File: src/rtl/sc_stream_decoder.sv
// sc_stream_decoder: pop-counts stochastic bitstream words and sums them over a frame into a binary count.
// Two stages (popcount register, accumulate); only a frame's last word can stall, on an unaccepted result.
module sc_stream_decoder #(
  parameter int DATA_WIDTH  = 32,
  parameter int FRAME_WORDS = 4,
  parameter int CNT_WIDTH   = 8
) (
  input  logic                  clk,
  input  logic                  rst_n,
  input  logic                  clear,
  input  logic                  bs_valid,
  output logic                  bs_ready,
  input  logic [DATA_WIDTH-1:0] bs_data,
  output logic                  res_valid,
  input  logic                  res_ready,
  output logic [CNT_WIDTH-1:0]  res_count
);

  localparam int               IDX_W    = (FRAME_WORDS > 1) ? $clog2(FRAME_WORDS) : 1;
  localparam logic [IDX_W-1:0] LAST_IDX = IDX_W'(FRAME_WORDS - 1);

  logic [IDX_W-1:0]     r_word_idx;
  logic [CNT_WIDTH-1:0] r_pc_q;
  logic                 r_pc_vld;
  logic                 r_pc_last;
  logic [CNT_WIDTH-1:0] r_acc;
  logic                 r_res_valid;
  logic [CNT_WIDTH-1:0] r_res_count;

  logic                 w_stall;
  logic                 w_in_hs;
  logic                 w_idx_last;
  logic                 w_a_fire;
  logic                 w_a_emit;
  logic [CNT_WIDTH-1:0] w_popcnt;
  logic [CNT_WIDTH-1:0] w_sum;

  // Popcount is zero-extended to the result width; CNT_WIDTH covers a whole frame.
  function automatic logic [CNT_WIDTH-1:0] f_popcount(input logic [DATA_WIDTH-1:0] d);
    logic [CNT_WIDTH-1:0] s;
    s = '0;
    for (int i = 0; i < DATA_WIDTH; i++) begin
      s = s + CNT_WIDTH'(d[i]);
    end
    return s;
  endfunction

  always_comb begin
    w_popcnt = f_popcount(bs_data);
  end

  assign w_stall    = r_pc_vld & r_pc_last & r_res_valid & ~res_ready;
  assign bs_ready   = ~w_stall & ~clear;
  assign w_in_hs    = bs_valid & bs_ready;
  assign w_idx_last = (r_word_idx == LAST_IDX);

  // clear also blocks stage A so a last word caught in stage P is dropped, not emitted.
  assign w_a_fire   = r_pc_vld & ~w_stall & ~clear;
  assign w_a_emit   = w_a_fire & r_pc_last;
  assign w_sum      = r_acc + r_pc_q;

  assign res_valid  = r_res_valid;
  assign res_count  = r_res_count;

  always_ff @(posedge clk or negedge rst_n) begin
    if (!rst_n) begin
      r_word_idx <= '0;
      r_pc_q     <= '0;
      r_pc_vld   <= 1'b0;
      r_pc_last  <= 1'b0;
    end else if (clear) begin
      r_word_idx <= '0;
      r_pc_vld   <= 1'b0;
    end else if (w_in_hs) begin
      r_pc_q     <= w_popcnt;
      r_pc_vld   <= 1'b1;
      r_pc_last  <= w_idx_last;
      r_word_idx <= w_idx_last ? '0 : r_word_idx + IDX_W'(1);
    end else if (!w_stall) begin
      r_pc_vld   <= 1'b0;
    end
  end

  always_ff @(posedge clk or negedge rst_n) begin
    if (!rst_n) begin
      r_acc <= '0;
    end else if (clear) begin
      r_acc <= '0;
    end else if (w_a_fire) begin
      r_acc <= r_pc_last ? '0 : w_sum;
    end
  end

  // A new result written in the same cycle as an accept keeps res_valid high.
  always_ff @(posedge clk or negedge rst_n) begin
    if (!rst_n) begin
      r_res_valid <= 1'b0;
      r_res_count <= '0;
    end else if (w_a_emit) begin
      r_res_valid <= 1'b1;
      r_res_count <= w_sum;
    end else if (r_res_valid && res_ready) begin
      r_res_valid <= 1'b0;
    end
  end

endmodule

File: config.mk
export PLATFORM = sky130hd
export DESIGN_NAME = sc_stream_decoder
export DESIGN_NICKNAME = d
export VERILOG_FILES = /design/src/rtl/sc_stream_decoder.sv
export SDC_FILE = /design/constraint.sdc
export NUM_CORES = 1
export LEC_CHECK = 0
export BUFFER_PORTS_ARGS = -buffer_cell sky130_fd_sc_hd__buf_2
export CORE_UTILIZATION = 50
export DETAILED_ROUTE_END_ITERATION = 6
export GPL_ROUTABILITY_DRIVEN = 1
export PLACE_DENSITY_LB_ADDON = 0.1
export SETUP_SLACK_MARGIN = 0.15
export SYNTH_ARGS = -nofsm -noshare
export SYNTH_HDL_FRONTEND = slang
export SYNTH_SLANG_ARGS = --single-unit
export TNS_END_PERCENT = 20
File: constraint.sdc
create_clock -name clk -period 1.7 [get_ports clk]
set_clock_uncertainty 0.05 [all_clocks]
set_input_delay 0.255 -clock clk [delete_from_list [all_inputs] [get_ports clk]]
set_output_delay 0.255 -clock clk [all_outputs]
set_load 0.05 [all_outputs]
---- After elaboration in Yosys (flattened, before gate mapping) ----
Index checks and enable logic that the tools add are counted.
W data, S select, Z words.
word-level totals
  flip-flop bits (word level) ............. 29
operators by class
  add/sub/neg operators ................... 33
  eq/ne operators ......................... 2
  mux-type cells .......................... 11
  bitwise logic cells ..................... 11
  reduce and logical (&&, ||, !) cells .... 5
operators with widths
  operator               number
  $add A8 B1 Y8          24
  $mux W8                3
  $add A7 B1 Y8          1
  $add A8 B8 Y8          1
  $and A1 B1 Y1          8
  $add A6 B1 Y7          1
  $add A5 B1 Y6          1
  $mux W2                3
  $reduce_bool A2 Y1     3
  $add A4 B1 Y5          1
  $mux W1                5
  $add A3 B1 Y4          1
  $add A2 B1 Y3          1
  $ne A3 B2 Y1 const B   1
  $not A1 Y1             3
  $add A1 B1 Y2          1
  $add A2 B1 Y2 const B  1
  $eq A2 B2 Y1 const B   1
  $reduce_and A2 Y1      1
  $logic_and A1 B1 Y1    1

---- Longest topological paths before layout ----
  depth after elaboration ................. 31
  mapped depth ............................ 15
  mapped depth without buffers ............ 15

---- Least setup slack after synthesis ----
OpenSTA, ideal clock, no wires.
  path type ............................... input port to flip-flop
  from .................................... in bs_data[0]
  to ...................................... reg r_pc_q[4]
  setup time .............................. 0.095 ns
  arrival ................................. 4.344 ns
  data required time ...................... 1.555 ns
  slack ................................... -2.789 ns
  cell stages on the path ................. 15
  path buffers ............................ 0
  cells stage by stage .................... inv_1 > fa_1 > fa_1 > fa_1 > fa_1 > fa_1 > fa_1 > inv_1 > ha_1 > inv_1 > fa_1 > nor2b_1 > o21ai_0 > and3_1 > o31ai_1
between the ends
  word-level cells in the longest chain between the ends .. 31
ends and longest elaborated chain
  what                          line  RTL
  start, declared               13    input logic [DATA_WIDTH-1:0] bs_data,
  $add A1 B1 Y2                 43    s = s + CNT_WIDTH'(d[i]);
  $add A2 B1 Y3                 43
  $add A3 B1 Y4                 43
  $add A4 B1 Y5                 43
  $add A5 B1 Y6                 43
  $add A6 B1 Y7                 43
  $add A7 B1 Y8                 43
  $add A8 B1 Y8 (24 in series)  43
  end signal, assigned          75    r_pc_q <= w_popcnt;
  end, declared                 23    logic [CNT_WIDTH-1:0] r_pc_q;
Every way passes these cells.
A chain may end at the register's enable or synchronous reset.

---- Worst setup path after layout ----
  from .................................... in bs_data[3]
  to ...................................... reg r_pc_q[4]
between the ends
  word-level cells in the longest chain between the ends .. 29
ends and longest elaborated chain
  what                          line
  $add A3 B1 Y4                 43
  $add A4 B1 Y5                 43
  $add A5 B1 Y6                 43
  $add A6 B1 Y7                 43
  $add A7 B1 Y8                 43
  $add A8 B1 Y8 (24 in series)  43
Every way passes these cells.

==> reports/summary.txt <==
Wire length per cell after detailed routing = 12.5 µm
Data required time of the critical path = 1830 ps
Placed cell areas = 0.00261 mm²
IR Drop Worst-Case VDD = 0.00115 V
Met1 track demand over resource in global routing = 0.266
Switching share of power = 0.430
Primary flip-flop cell chosen by synthesis mapping = dfrtp_1
Critical path's most frequent cell = fa_1
CP Capture Type = flop
Combined flip-flop and latch cell area = 677 µm²
Wire length of the first global-routing pass = 6830 µm
Total routed wirelength = 4010 µm
Initial Util = 0.536
Final Max Slew Viols = 0
Std cell rows = 23
Maximum buffer depth of the clock tree = 2
Yosys top cell by area = dfrtp_1
Fin cells = 322
Sequential cell area fraction in the yosys report = 0.304
Count of boundary I/O pins = 47
Number of buffers and inverters on the critical path = 4
Number of enable flip-flop cells after synthesis = 0
Half-perimeter wire length after placement = 3130 µm
Number of detailed-route iterations in the first pass = 2
Count of port buffers added during placement = 46
Area of the core = 0.00414 mm²
Worst-path fanout max = 2
Number of synthesis warnings = 0
Smallest hold slack = 187 ps
Reg-to-reg critical path startpoint = r_pc_q[0]
Post-synth design cell area = 0.00222 mm²
Final instance area = 0.00282 mm²
Global-route met2 utilization = 0.333
Type of the setup path with the least slack = in2reg
Cell-by-cell trace of the critical path = buf_6 -> inv_2 -> fa_1 -> fa_2 -> fa_2 -> fa_1 -> fa_1 -> fa_1 -> inv_2 -> ha_4 -> inv_2 -> fa_2 -> nor2b_1 -> o21ai_1 -> and3_1 -> o31ai_1
CP peak stage delay = 570 ps
Busiest layer in global routing = met2
Commonest cells in the synthesized netlist = 52 x inv_1, 27 x dfrtp_1, 25 x fa_1, 14 x ha_1
Drt via density = 4.92
Antenna violations before repair = 0
Final number of hold-violating endpoints = 0
Startpoint type of the worst setup path = input pin
Actual slew at the worst max-slew pin = 621 ps
Power density of the placed cells = 1690 mW/mm²
Clock share of power = 0.075
# diodes = 0
DRC violation count after routing = 0
Final worst setup slack = -2590 ps
Gr usage total = 0.196
Fraction of final layout cells sized beyond drive strength 1 = 0.397
Worst-skew pair later-pin latency = 270 ps
Multi-input gate area = 0.00143 mm²
Number of nets in the layout = 349
Met3 Track Usage GR = 0.0395
Largest net degree at the start of global routing = 28
Iter 0 DRT Violations = 46
Highest attainable clock frequency = 0.233 GHz
Via count of the first global-routing pass = 1597
Number of CTS-inserted buffers = 3
Synth top area share = 0.304
Portion of total power attributed to sequential cells = 0.191
Filler instances = 339
Clock slew seen by the registers of the worst setup and hold paths = 90 ps
Unrepaired setup endpoints after global routing = true
H-Tree Level Count = 1
Worst slew margin = 0.586
Register bit total from synthesis = 27
Detailed-route via count = 1584
Post-Syn Area per Cell = 10.7 µm²
Number of antenna-violating nets in the routed design = 0
Final sum of negative setup slack = -14750 ps
Failing checks = setup timing
Leakage power summed over all cells = 1.51 nW
Synthesized Nets = 284
Synthesized instance count = 208
Post-layout util = 0.681
Layout Area Growth over Synthesis = 27.0%
Clock tree from TritonCTS = yes
Crit share post-route = 2.53
Async S/R FF share, synth = 1.00
Top cells by area, synth = dfrtp_1 30%, fa_1 23%, inv_1 8.8%
Crit path DAT = 4430 ps
RD Place Congestion = 0.758
Family with the most delay on the worst path = adder cells
Total design power = 4.75 mW
Cell internal power dissipation = 2.71 mW
Cell chosen for the clock root = clkbuf_8
Die Ht = 68.6 µm
Max capacitance violation total = 0
Launch point of the worst hold path = bs_valid
Post-layout min period = 4290 ps
Total Die Area = 0.00471 mm²
Type of the worst min-delay path = in2reg
TritonCTS sink count = 27
Worst-case setup slack after placement = -2980 ps
Power dissipated by switching net loads = 2.04 mW
Leftover overflow at the end of global routing = 0
Start point of the critical path = bs_data[3]
Die extent in x = 68.6 µm
Most common cell in the netlist = inv_1
Cell with the largest stage delay on the worst path = fa_1
Placed Cells = 316
Unique masters post-synth = 36
Number of endpoints failing setup at the final stage = 9
Outcome = finished, violations left
Proportion of power drawn by combinational gates = 0.734
[what timing repair did]
item | in CTS | in global routing
pin swaps | 26 | 11
resized for setup | 20 | 12
setup buffers | 0 | 1
hold endpoints to repair | 27 | 0
cloned | 0 | 0
setup endpoints to repair | 19 | 21
hold buffers | 1 | 0
[layout by cell type, fill, tap and decap left out, drive strengths merged]
| cell type | count |
|---|---|
| nand2 | 5 |
| and4 | 1 |
| a21o | 6 |
| o21bai | 1 |
| nor3b | 1 |
| nand4 | 2 |
| nor2 | 4 |
| nand4b | 1 |
| nand2b | 1 |
| dfrtp | 27 |
| o21a | 1 |
| ha | 14 |
| o211ai | 3 |
| xnor2 | 3 |
| a311o | 1 |
| nand3 | 2 |
| nand3b | 4 |
| xor2 | 3 |
| nor2b | 3 |
| a211oi | 2 |
| o31ai | 3 |
| buf | 64 |
| mux2i | 1 |
| inv | 52 |
| fa | 25 |
| a22o | 6 |
| dlygate4sd3 | 1 |
| and3 | 1 |
| a21oi | 7 |
| mux2 | 8 |
| clkbuf | 4 |
| o21ai | 11 |
| a31oi | 4 |
[area by class of cell]
cell class                 instances  area share
sequential                        27       0.240
timing repair buffer              65       0.145
tap                               50      0.0222
multi-input combinational        124       0.508
inverter                          52      0.0692
clock buffer                       4      0.0160
[worst paths after layout]
kind | depth (start not counted) | slack (ps) | end
max in group asynchronous | 2 | 690 | r_pc_q[1]
setup reg to reg | 6 | -120 | res_count[4]
min in group asynchronous | 2 | 470 | r_pc_q[0]
hold / removal | 3 | 190 | r_pc_vld
hold reg to reg | 1 | 460 | res_count[4]
setup / recovery | 16 | -2590 | r_pc_q[4]
[power groups by stage]
| stage | Sequential, mW | Combinational, mW | Clock [mW] |
|---|---|---|---|
| detailed placement | 0.887 | 3.11 | 0 |
| floorplan | 0.969 | 2.19 | 0 |
| global route | 0.921 | 4.01 | 0.396 |
| finish | 0.907 | 3.49 | 0.357 |
| CTS | 0.894 | 3.38 | 0.380 |
| global placement | 0.885 | 3.02 | 0 |
[flip-flops by register name (all words and copies together), names as in the netlist]
register    flops
r_pc_q          6
r_acc           8
r_pc_vld        1
res_count       8
r_word_idx      2
res_valid       1
r_pc_last       1
[layer usage]
metal,part of all wire,vias up
li1,-,805
met1,0.50,751
met2,0.47,26
met3,0.028,2
met4,0.0025,0
met5,0,-
[cell families after synthesis]
| group | synth area share |
|---|---|
| flops | 0.304 |
| buf+inv | 0.108 |
| fa+ha+maj | 0.304 |
| compound gates | 0.141 |
| mux | 0.0484 |
| xor+xnor | 0.0237 |
| simple gates | 0.0710 |
[worst register-to-register path, cell delays in order (launching register included)]
cell and delay [ps]:
dfrtp_1 420, ha_2 200, fa_2 340, a21o_1 200, a21oi_2 140, xnor2_1 100
mux2_2 270
(Power assumes the default switching activity.)
